--- src/rtl/csr_regfile.sv ---
// Machine-mode CSR register file at the tail of the ID->EX CSR path.
// EX commits read-modify-write commands (RW/RS/RC); ID reads combinationally with
// a same-cycle bypass of the committing write. Optional build macro CSR_COUNTERS_EN
// adds the 64-bit mcycle/minstret counters.
module csr_regfile #(
  parameter logic [31:0] HART_ID   = 32'd0,
  parameter logic [31:0] MTVEC_RST = 32'h0
) (
  input  logic        clk,
  input  logic        rst_n,
  input  logic [11:0] csr_read_addr_ID,
  output logic [31:0] csr_out_ID,
  output logic        csr_illegal_ID,
  input  logic [1:0]  Mask_func_EX,
  input  logic        csr_write_en_EX,
  input  logic [11:0] csr_dest_EX,
  input  logic [31:0] reg1_or_zimm_EX,
  input  logic        instr_retire
);

  localparam logic [11:0] AddrMstatus  = 12'h300;
  localparam logic [11:0] AddrMie      = 12'h304;
  localparam logic [11:0] AddrMtvec    = 12'h305;
  localparam logic [11:0] AddrMscratch = 12'h340;
  localparam logic [11:0] AddrMepc     = 12'h341;
  localparam logic [11:0] AddrMcause   = 12'h342;
  localparam logic [11:0] AddrMtval    = 12'h343;
  localparam logic [11:0] AddrMip      = 12'h344;
  localparam logic [11:0] AddrMhartid  = 12'hF14;
  localparam logic [11:0] AddrMcycle   = 12'hB00;
  localparam logic [11:0] AddrMcycleh  = 12'hB80;
  localparam logic [11:0] AddrMinstret = 12'hB02;
  localparam logic [11:0] AddrMinstreth = 12'hB82;

  localparam logic [31:0] MipWrMask = 32'h0000_0888;

  logic [31:0] mstatus_q, mstatus_d, mie_q, mie_d, mtvec_q, mtvec_d, mscratch_q, mscratch_d;
  logic [31:0] mepc_q, mepc_d, mcause_q, mcause_d, mtval_q, mtval_d, mip_q, mip_d;

  logic [31:0] rd_val, wr_old, wr_raw, wr_new;
  logic        rd_ok, wr_ok, commit;

`ifdef CSR_COUNTERS_EN
  logic [63:0] mcycle_q, mcycle_d, minstret_q, minstret_d;
`else
  logic unused_instr_retire;
  assign unused_instr_retire = instr_retire;
`endif

  // Decode the ID read address into stored value and legality.
  always_comb begin
    rd_val = 32'h0;
    rd_ok  = 1'b1;
    case (csr_read_addr_ID)
      AddrMstatus:   rd_val = mstatus_q;
      AddrMie:       rd_val = mie_q;
      AddrMtvec:     rd_val = mtvec_q;
      AddrMscratch:  rd_val = mscratch_q;
      AddrMepc:      rd_val = mepc_q;
      AddrMcause:    rd_val = mcause_q;
      AddrMtval:     rd_val = mtval_q;
      AddrMip:       rd_val = mip_q;
      AddrMhartid:   rd_val = HART_ID;
`ifdef CSR_COUNTERS_EN
      AddrMcycle:    rd_val = mcycle_q[31:0];
      AddrMcycleh:   rd_val = mcycle_q[63:32];
      AddrMinstret:  rd_val = minstret_q[31:0];
      AddrMinstreth: rd_val = minstret_q[63:32];
`endif
      default:       rd_ok  = 1'b0;
    endcase
  end

  // Decode the EX target: old value, writability, RMW result and per-CSR field mask.
  always_comb begin
    wr_old = 32'h0;
    wr_ok  = 1'b1;
    case (csr_dest_EX)
      AddrMstatus:   wr_old = mstatus_q;
      AddrMie:       wr_old = mie_q;
      AddrMtvec:     wr_old = mtvec_q;
      AddrMscratch:  wr_old = mscratch_q;
      AddrMepc:      wr_old = mepc_q;
      AddrMcause:    wr_old = mcause_q;
      AddrMtval:     wr_old = mtval_q;
      AddrMip:       wr_old = mip_q;
`ifdef CSR_COUNTERS_EN
      AddrMcycle:    wr_old = mcycle_q[31:0];
      AddrMcycleh:   wr_old = mcycle_q[63:32];
      AddrMinstret:  wr_old = minstret_q[31:0];
      AddrMinstreth: wr_old = minstret_q[63:32];
`endif
      default:       wr_ok  = 1'b0; // unimplemented or read-only (mhartid)
    endcase

    case (Mask_func_EX)
      2'b01:   wr_raw = reg1_or_zimm_EX;
      2'b10:   wr_raw = wr_old | reg1_or_zimm_EX;
      2'b11:   wr_raw = wr_old & ~reg1_or_zimm_EX;
      default: wr_raw = wr_old;
    endcase

    case (csr_dest_EX)
      AddrMepc:  wr_new = {wr_raw[31:2], 2'b00};
      AddrMtvec: wr_new = {wr_raw[31:2], 1'b0, wr_raw[0]};
      AddrMip:   wr_new = wr_raw & MipWrMask;
      default:   wr_new = wr_raw;
    endcase

    commit = csr_write_en_EX && (Mask_func_EX != 2'b00) && wr_ok;
  end

  // Read port with bypass of the write committing this cycle.
  always_comb begin
    csr_illegal_ID = ~rd_ok;
    csr_out_ID     = rd_val;
    if (commit && (csr_read_addr_ID == csr_dest_EX)) begin
      csr_out_ID = wr_new;
    end
  end

  // Next-state for the plain CSRs and counters; explicit writes beat increments per half.
  always_comb begin
    mstatus_d  = mstatus_q;
    mie_d      = mie_q;
    mtvec_d    = mtvec_q;
    mscratch_d = mscratch_q;
    mepc_d     = mepc_q;
    mcause_d   = mcause_q;
    mtval_d    = mtval_q;
    mip_d      = mip_q;
`ifdef CSR_COUNTERS_EN
    mcycle_d   = mcycle_q + 64'd1;
    minstret_d = instr_retire ? (minstret_q + 64'd1) : minstret_q;
`endif
    if (commit) begin
      case (csr_dest_EX)
        AddrMstatus:   mstatus_d  = wr_new;
        AddrMie:       mie_d      = wr_new;
        AddrMtvec:     mtvec_d    = wr_new;
        AddrMscratch:  mscratch_d = wr_new;
        AddrMepc:      mepc_d     = wr_new;
        AddrMcause:    mcause_d   = wr_new;
        AddrMtval:     mtval_d    = wr_new;
        AddrMip:       mip_d      = wr_new;
`ifdef CSR_COUNTERS_EN
        AddrMcycle:    mcycle_d[31:0]    = wr_new;
        AddrMcycleh:   mcycle_d[63:32]   = wr_new;
        AddrMinstret:  minstret_d[31:0]  = wr_new;
        AddrMinstreth: minstret_d[63:32] = wr_new;
`endif
        default: ;
      endcase
    end
  end

  // State registers with synchronous active-low reset taking priority over all updates.
  always_ff @(posedge clk) begin
    if (!rst_n) begin
      mstatus_q  <= 32'h0;
      mie_q      <= 32'h0;
      mtvec_q    <= MTVEC_RST;
      mscratch_q <= 32'h0;
      mepc_q     <= 32'h0;
      mcause_q   <= 32'h0;
      mtval_q    <= 32'h0;
      mip_q      <= 32'h0;
`ifdef CSR_COUNTERS_EN
      mcycle_q   <= 64'h0;
      minstret_q <= 64'h0;
`endif
    end else begin
      mstatus_q  <= mstatus_d;
      mie_q      <= mie_d;
      mtvec_q    <= mtvec_d;
      mscratch_q <= mscratch_d;
      mepc_q     <= mepc_d;
      mcause_q   <= mcause_d;
      mtval_q    <= mtval_d;
      mip_q      <= mip_d;
`ifdef CSR_COUNTERS_EN
      mcycle_q   <= mcycle_d;
      minstret_q <= minstret_d;
`endif
    end
  end

endmodule

--- config.mk ---
export PLATFORM = sky130hd
export DESIGN_NAME = csr_regfile
export DESIGN_NICKNAME = d
export VERILOG_FILES = /design/src/rtl/csr_regfile.sv
export SDC_FILE = /design/constraint.sdc
export NUM_CORES = 1
export LEC_CHECK = 0
export CORE_ASPECT_RATIO = 1.4
export CORE_MARGIN = 2
export CORE_UTILIZATION = 45
export CTS_CLUSTER_DIAMETER = 120
export CTS_CLUSTER_SIZE = 14
export DETAILED_ROUTE_END_ITERATION = 16
export SETUP_SLACK_MARGIN = 0.5
export SKIP_LAST_GASP = 1
export SLEW_MARGIN = 20
export SYNTH_ARGS = -nofsm -noshare
export SYNTH_HDL_FRONTEND = slang
export SYNTH_SLANG_ARGS = --single-unit
--- constraint.sdc ---
create_clock -name clk -period 3.9 [get_ports clk]
set_input_delay 0.78 -clock clk [delete_from_list [all_inputs] [get_ports clk]]
set_output_delay 0.78 -clock clk [all_outputs]
set_load 0.02 [all_outputs]
==> out/results.txt <==
Met3 Resource Use GR: 5.90%
Hold slack: 0.449 ns
WL final: 58400 µm
Largest net degree at the start of global routing: 43
LEAKAGE: 7.21 nW
Final cell count without fillers: 2013
R2r endpoint: mepc_q[20]
Iteration-0 DRC Markers: 1308
Vias in the first global route: 13.7k
Nets: 1694
Clk buf depth: 3
Yosys cell types: 71
Via count: 13.6k
R2R setup slack: 1.80 ns
Crit Path Category: input pin to output pin
Core Region: 29300 µm²
Startpoint Class: input pin
Die width: 150 µm
Mapped Area: 13400 µm²
Setup Skew: 0.0361 ns
Worst Setup End Kind: output pin
Htree depth: 1
Gate Count Post-Synth: 1342
Max Fclk: 0.267 GHz
Maxcap violations: 0
HP Class: flip-flop to flip-flop
Total power: 5.45 mW
EDFF count, synth: 0
Worst skew pair latency: 0.56 ns
Max-Slew Margin vs Limit: 17.2%
Worst vdd ir: 416 µV
CP max stage cell: or4_4
Commonest non-fill, non-tap cell in the layout: dfxtp_1
Sinks on the clock net: 256
Final Slew Violations: 0
Placement Cell Area: 16700 µm²
Synth area leader: dfxtp_1
Antenna violations before repair: 1
Share of cells above drive strength 1: 35.3%
Routing usage on met1: 44.2%
Worst Setup SP: csr_dest_EX[4]
Global-route wire length before repair: 85600 µm
TritonCTS buffer count: 22
Part of the Yosys area used for sequential elements: 38.2%
Remaining DRCs: 0
Ys flop type: dfxtp_1
Most frequent cells in the layout: 256 x dfxtp_1, 229 x buf_4, 139 x nand2_1, 129 x a22o_1, 68 x mux2i_1
Async SR Flop Fraction: 0%
Period utilisation layout: 95.9%
Io pins: 95
Yosys reg bits: 256
Worst path cell trace: buf_6 > or4_4 > buf_6 > buf_6 > buf_4 > o41ai_2 > nor4b_2 > buf_4 > mux2_4 > buf_6
Die height: 208 µm
Design Area, Final: 18600 µm²
Post-synthesis net count: 1404
Synth top area cells: dfxtp_1 38%, a22o_1 9.5%, mux4_2 6.2%
Total track usage: 36.7%
Root Driver: clkbuf_16
TritonCTS clock tree: done
HPWL after DPL: 37700 µm
Final weighted congestion in routability-driven placement: 0.959
FF-to-FF path depth: 8
Synth Warn #: 0
Unrepaired setup endpoints after global routing: true
Crit path DAT: 2.96 ns
TritonRoute pass-1 iters: 6
Placed Instances: 1917
Synth-to-layout area growth: 38.6%
Critical path endpoint: csr_out_ID[1]
Worst endpoint required time: 3.12 ns
Worst-path fanout max: 6
PwrDens: 293 nW/µm²
Status: finished clean
Final setup violation count: 0
Met2 GRT Util: 59.2%
Vias per cell: 6.75
Initial Util: 45.9%
GRT busiest layer: met2
DRT antenna net count: 0
Overflow left after global routing: 0
DR WL/cell: 29.0 µm
WHS Path Cells: 2
Syn avg cell area: 10.0 µm²
Worst Tran Pin Value: 1.24 ns
Tmin final: 3.74 ns
Reg-to-Reg Start: mtval_q[20]
Setup ws final: 0.159 ns
Setup WS pre-CTS: -0.701 ns
CP most frequent cell: buf_6
Worst path max stage delay: 0.62 ns
Row cnt: 74
Clk pin slew, worst setup/hold paths: 0.07 ns
Die footprint: 31200 µm²
Port bufs: 93
Endpoints failing hold: 0
Top cell type's share of synthesized area: 38.2%
## synthesized netlist by cell type (6+ instances only)
cell         n
mux2_2       9
nor3_1      27
a22oi_2      6
mux2i_1     68
nand2_1    148
o221ai_1    22
inv_1       14
a22oi_1     31
a32o_1      56
xnor2_1     44
clkbuf_1    85
o21ai_0     51
o21ai_1      6
and4_1      11
nand4_1      9
a221oi_1    15
a22o_1     146
o22ai_1     10
a31o_2      11
o2bb2ai_1   41
a21oi_2     11
and3_1       9
buf_2       26
a32oi_1      6
nor2_1      17
buf_1       12
a222oi_1    28
mux4_2      37
nand3_1      7
dfxtp_1    256
and2_1      40
## routing by layer
metal  share of wire (%)  wire length, µm  vias to the layer above
met5                   0                0                        -
met1                  37            21600                     6606
li1                    -                -                     5903
met3                 9.1             5330                      274
met4                 8.2             4770                        0
met2                  46            26700                      808
## state kept, by name (all words and copies together), names as in the netlist
register,count
mtval_q,32
mtvec_q,32
mstatus_q,32
mip_q,32
mscratch_q,32
mepc_q,32
mcause_q,32
mie_q,32
## logic make-up after synthesis
family,Yosys count,synth area share [%]
xor gates and xnor gates,45,2.94
DFF,256,38.2
muxes,114,12.0
buffers and inverters,142,4.38
AOI/OAI and AO/OA,479,30.5
and+or+nand+nor,306,12.0
## worst min path at each step
stage | end | startpoint | slack [ns]
after floorplan | mip_q[14] | mip_q[14] | 0.43
after global placement | mip_q[29] | mip_q[29] | 0.43
after detailed placement | mip_q[29] | mip_q[29] | 0.44
after CTS | mip_q[27] | mip_q[27] | 0.45
after global routing | mip_q[20] | mip_q[20] | 0.47
final | mip_q[27] | mip_q[27] | 0.45
## cell type report
cell class / count / area [µm²]
Fill cell: 2452 / 10700
Multi-Input combinational cell: 944 / 8450
Sequential cell: 256 / 5120
Timing Repair Buffer: 393 / 3920
Clock buffer: 22 / 551
Tap cell: 380 / 475
Inverter: 15 / 56.3
Clock inverter: 2 / 27.5
Antenna cell: 1 / 2.50
## worst max-delay path: cells and delay by family
| kind | cells | cell delay, ns |
|---|---|---|
| AOI/OAI and AO/OA | 1 | 0.42 |
| buffers and inverters | 6 | 0.76 |
| and+or+nand+nor | 2 | 0.72 |
| muxes | 1 | 0.26 |
## power breakdown
group          leakage [nW]  switching (mW)  total, mW  internal, mW
clock network         0.284            1.03       2.04          1.01
registers              2.06       0.0000695       2.61          2.61
logic                  4.86           0.456      0.795         0.339
## through the flow
stage	TNS, ns	util (%)
final	0	63.6
after global routing	0	63.6
after CTS	0	62.2
after detailed placement	-19.03	57.0
after global placement	-18.11	57.0
after floorplan	0	-
## timing repair
item                       4_1_cts  5_1_grt
setup endpoints to repair       33       32
buffers inserted                45       20
cloned                           6        0
pin swaps                       85       60
resized for setup              322       48
hold buffers                     0        0
No activity file was read; power rests on OpenSTA's default activity.
==> edit, RTL diff (same flow settings) <==
Put a register stage on the output `csr_out_ID`, cleared by the reset. The value now appears one clock later. The other outputs are not delayed to match.
--- a/src/rtl/csr_regfile.sv
+++ b/src/rtl/csr_regfile.sv
@@ -34,4 +34,6 @@
 
   localparam logic [31:0] MipWrMask = 32'h0000_0888;
+
+  logic [31:0] csr_out_ID_d;
 
   logic [31:0] mstatus_q, mstatus_d, mie_q, mie_d, mtvec_q, mtvec_d, mscratch_q, mscratch_d;
@@ -114,7 +116,7 @@
   always_comb begin
     csr_illegal_ID = ~rd_ok;
-    csr_out_ID     = rd_val;
+    csr_out_ID_d   = rd_val;
     if (commit && (csr_read_addr_ID == csr_dest_EX)) begin
-      csr_out_ID = wr_new;
+      csr_out_ID_d = wr_new;
     end
   end
@@ -186,4 +188,12 @@
   end
 
+  always_ff @(posedge clk) begin
+    if (!rst_n) begin
+      csr_out_ID <= '0;
+    end else begin
+      csr_out_ID <= csr_out_ID_d;
+    end
+  end
+
 endmodule
 
Behaviour: not the same (Yosys sat finds a counterexample within 4 cycles, from zero or initial values and one cycle with rst_n low).
==> edit against the original RTL <==
- worst hold slack improved by 0.010 ns
- sequential cell count increased by 32
- worst setup slack improved by 0.48 ns
- register-to-register slack improved by 0.17 ns
- utilization decreased by 10 points
- total power increased by 4.0%
- routed wire length decreased by 4.1%
- synthesized area increased by 4.0%
- cell count increased by 2.9%
- synthesized cell count increased by 19%
- first-iteration DRC count increased by 5.2%
- final area decreased by 12%
- critical path type unchanged
==> edit: results (changes against the original RTL) <==
[metrics] Worst Path Max Fanout: 4 (was 6)
[metrics] number of design-rule violations left by the first detailed-router iteration: 1376 (was 1308)
[metrics] cell count of the worst hold path: 1 (was 2)
[metrics] biggest cell delay along the critical path: 0.58 ns (was 0.62 ns)
[metrics] startpoint of the most critical register-to-register path: mtval_q[7] (was mtval_q[20])
[metrics] Total Nets Final: 1744 (was 1694)
[metrics] GRT Util Overall: 0.337 (was 0.367)
[metrics] CTS Buf Count: 24 (was 22)
[metrics] reg-to-reg slack, setup: 1.97 ns (was 1.80 ns)
[metrics] portion of the post-synthesis area used by sequential elements: 0.413 (was 0.382)
[metrics] leading cell types by count after synthesis: 288 x sky130_fd_sc_hd__dfxtp_1, 257 x sky130_fd_sc_hd__nand2_1, 177 x sky130_fd_sc_hd__o21ai_0 (was 256 x sky130_fd_sc_hd__dfxtp_1, 148 x sky130_fd_sc_hd__nand2_1, 146 x sky130_fd_sc_hd__a22o_1)
[metrics] total of hold buffers inserted after clock tree synthesis: 0 (unchanged)
[metrics] Fill cells: 2905 (was 2452)
[metrics] run status: finished clean (unchanged)
[metrics] Hold Crit Start: mip_q[13] (was mip_q[27])
[metrics] Routability Congestion: 0.944 (was 0.959)
[metrics] Antenna diodes: 0 (was 1)
[metrics] hpwl dp: 35200 um (was 37700 um)
[metrics] via count of the first global-routing pass: 13500 (was 13700)
[metrics] worst max-slew margin expressed relative to the limit: 0.394 (was 0.172)
[metrics] number of unique standard cell types used by synthesis: 76 (was 71)
[metrics] per-cell routed wire length: 27.0 um (was 29.0 um)
[metrics] Max Clock Skew: 0.0268 ns (was 0.0361 ns)
[metrics] ratio of cells with drive above 1 in the final layout: 0.128 (was 0.353)
[metrics] cell area after placement: 0.0158 mm^2 (was 0.0167 mm^2)
[metrics] worst ir drop on vdd: 290 uV (was 416 uV)
[metrics] Leakage: 5.54 nW (was 7.21 nW)
[metrics] worst reg2reg endpoint: csr_out_ID[7] (was mepc_q[20])
[metrics] antenna violations before repair: 0 (was 1)
[metrics] internal power consumption: 4.22 mW (was 3.96 mW)
[metrics] DR vias/cell: 6.60 (was 6.75)
[metrics] Critical-path top delay cell: sky130_fd_sc_hd__or4b_4 (was sky130_fd_sc_hd__or4_4)
[metrics] wire length of the first global-routing pass: 82800 um (was 85600 um)
## edit: cell count changes in the layout (fill, tap and decap cells not counted), sizes merged, moves of 21 or more
cell,before,now
a21oi,14,96
a222oi,28,5
a22o,146,33
a22oi,37,78
a32o,56,8
buf,342,116
clkdlybuf4s50,34,85
dfxtp,256,288
nand2,148,258
nand3,7,28
o21ai,57,196
o22ai,10,76
o2bb2ai,41,5
## edit: per-layer routing
metal / vias to the layer above / track usage / wire, um
met5: - / 0 / 0
li1: 6080 / - / -
met2: 819 / 0.558 / 25800
met4: 0 / 0.225 / 4000
met3: 251 / 0.0497 / 5090
met1: 6519 / 0.408 / 21200
## edit: area by class of cell
cell class	count	area share
Multi-Input combinational cell	1157	0.467
Sequential cell	288	0.352
Timing Repair Buffer	202	0.111
Clock buffer	24	0.0366
Tap cell	390	0.0298
Inverter	9	0.00206
Clock inverter	2	0.00153
## edit: cells by family (layout without fill, tap and decap cells)
| family | Yosys count | in the layout | synth area share |
|---|---|---|---|
| compound gates | 582 | 582 | 0.278 |
| xor+xnor | 34 | 34 | 0.0213 |
| buf+inv | 148 | 237 | 0.0449 |
| flops | 288 | 288 | 0.413 |
| mux | 102 | 102 | 0.0929 |
| simple gates | 439 | 439 | 0.150 |
## edit: worst max-delay path by stage
stage	cells after the start	from	slack, ns	end
floorplan	6	csr_read_addr_ID[6]	0.87	csr_illegal_ID
global placement	6	csr_dest_EX[2]	0.20	csr_out_ID[29]
detailed placement	8	csr_dest_EX[2]	0.17	mtval_q[30]
CTS	7	csr_read_addr_ID[5]	0.62	csr_illegal_ID
global route	7	csr_read_addr_ID[5]	0.53	csr_illegal_ID
finish	7	csr_read_addr_ID[5]	0.64	csr_illegal_ID
## edit: what timing repair did
action / CTS / global route
endpoints found under the setup margin: 1 / 0
buffers inserted: 0 / 0
gates resized for setup: 2 / 0
## edit: metrics by stage
step	util	setup slack, ns	total power, mW	hold WS, ns	std cells
global route	0.535	0.534	5.82	0.485	2072
CTS	0.535	0.625	5.68	0.465	2072
detailed placement	0.515	0.166	3.54	0.446	2046
global placement	0.515	0.203	3.53	0.445	2046
floorplan	-	0.868	3.29	0.423	1593
finish	0.535	0.636	5.67	0.460	2072
## edit: critical path: cells and delay by family
| family | cells | cell delay (ns) |
|---|---|---|
| AND/OR/NAND/NOR | 3 | 0.81 |
| buffers and inverters | 2 | 0.76 |
| AO/OA/AOI/OAI | 2 | 0.14 |
## edit: power groups by stage
stage,clock [mW],combinational (mW),sequential (mW)
4_1_cts,2.21,0.532,2.94
3_5_place_dp,0,0.530,3.01
3_3_place_gp,0,0.528,3.01
6_report,2.18,0.547,2.94
5_1_grt,2.32,0.566,2.94
2_1_floorplan,0,0.287,3.01
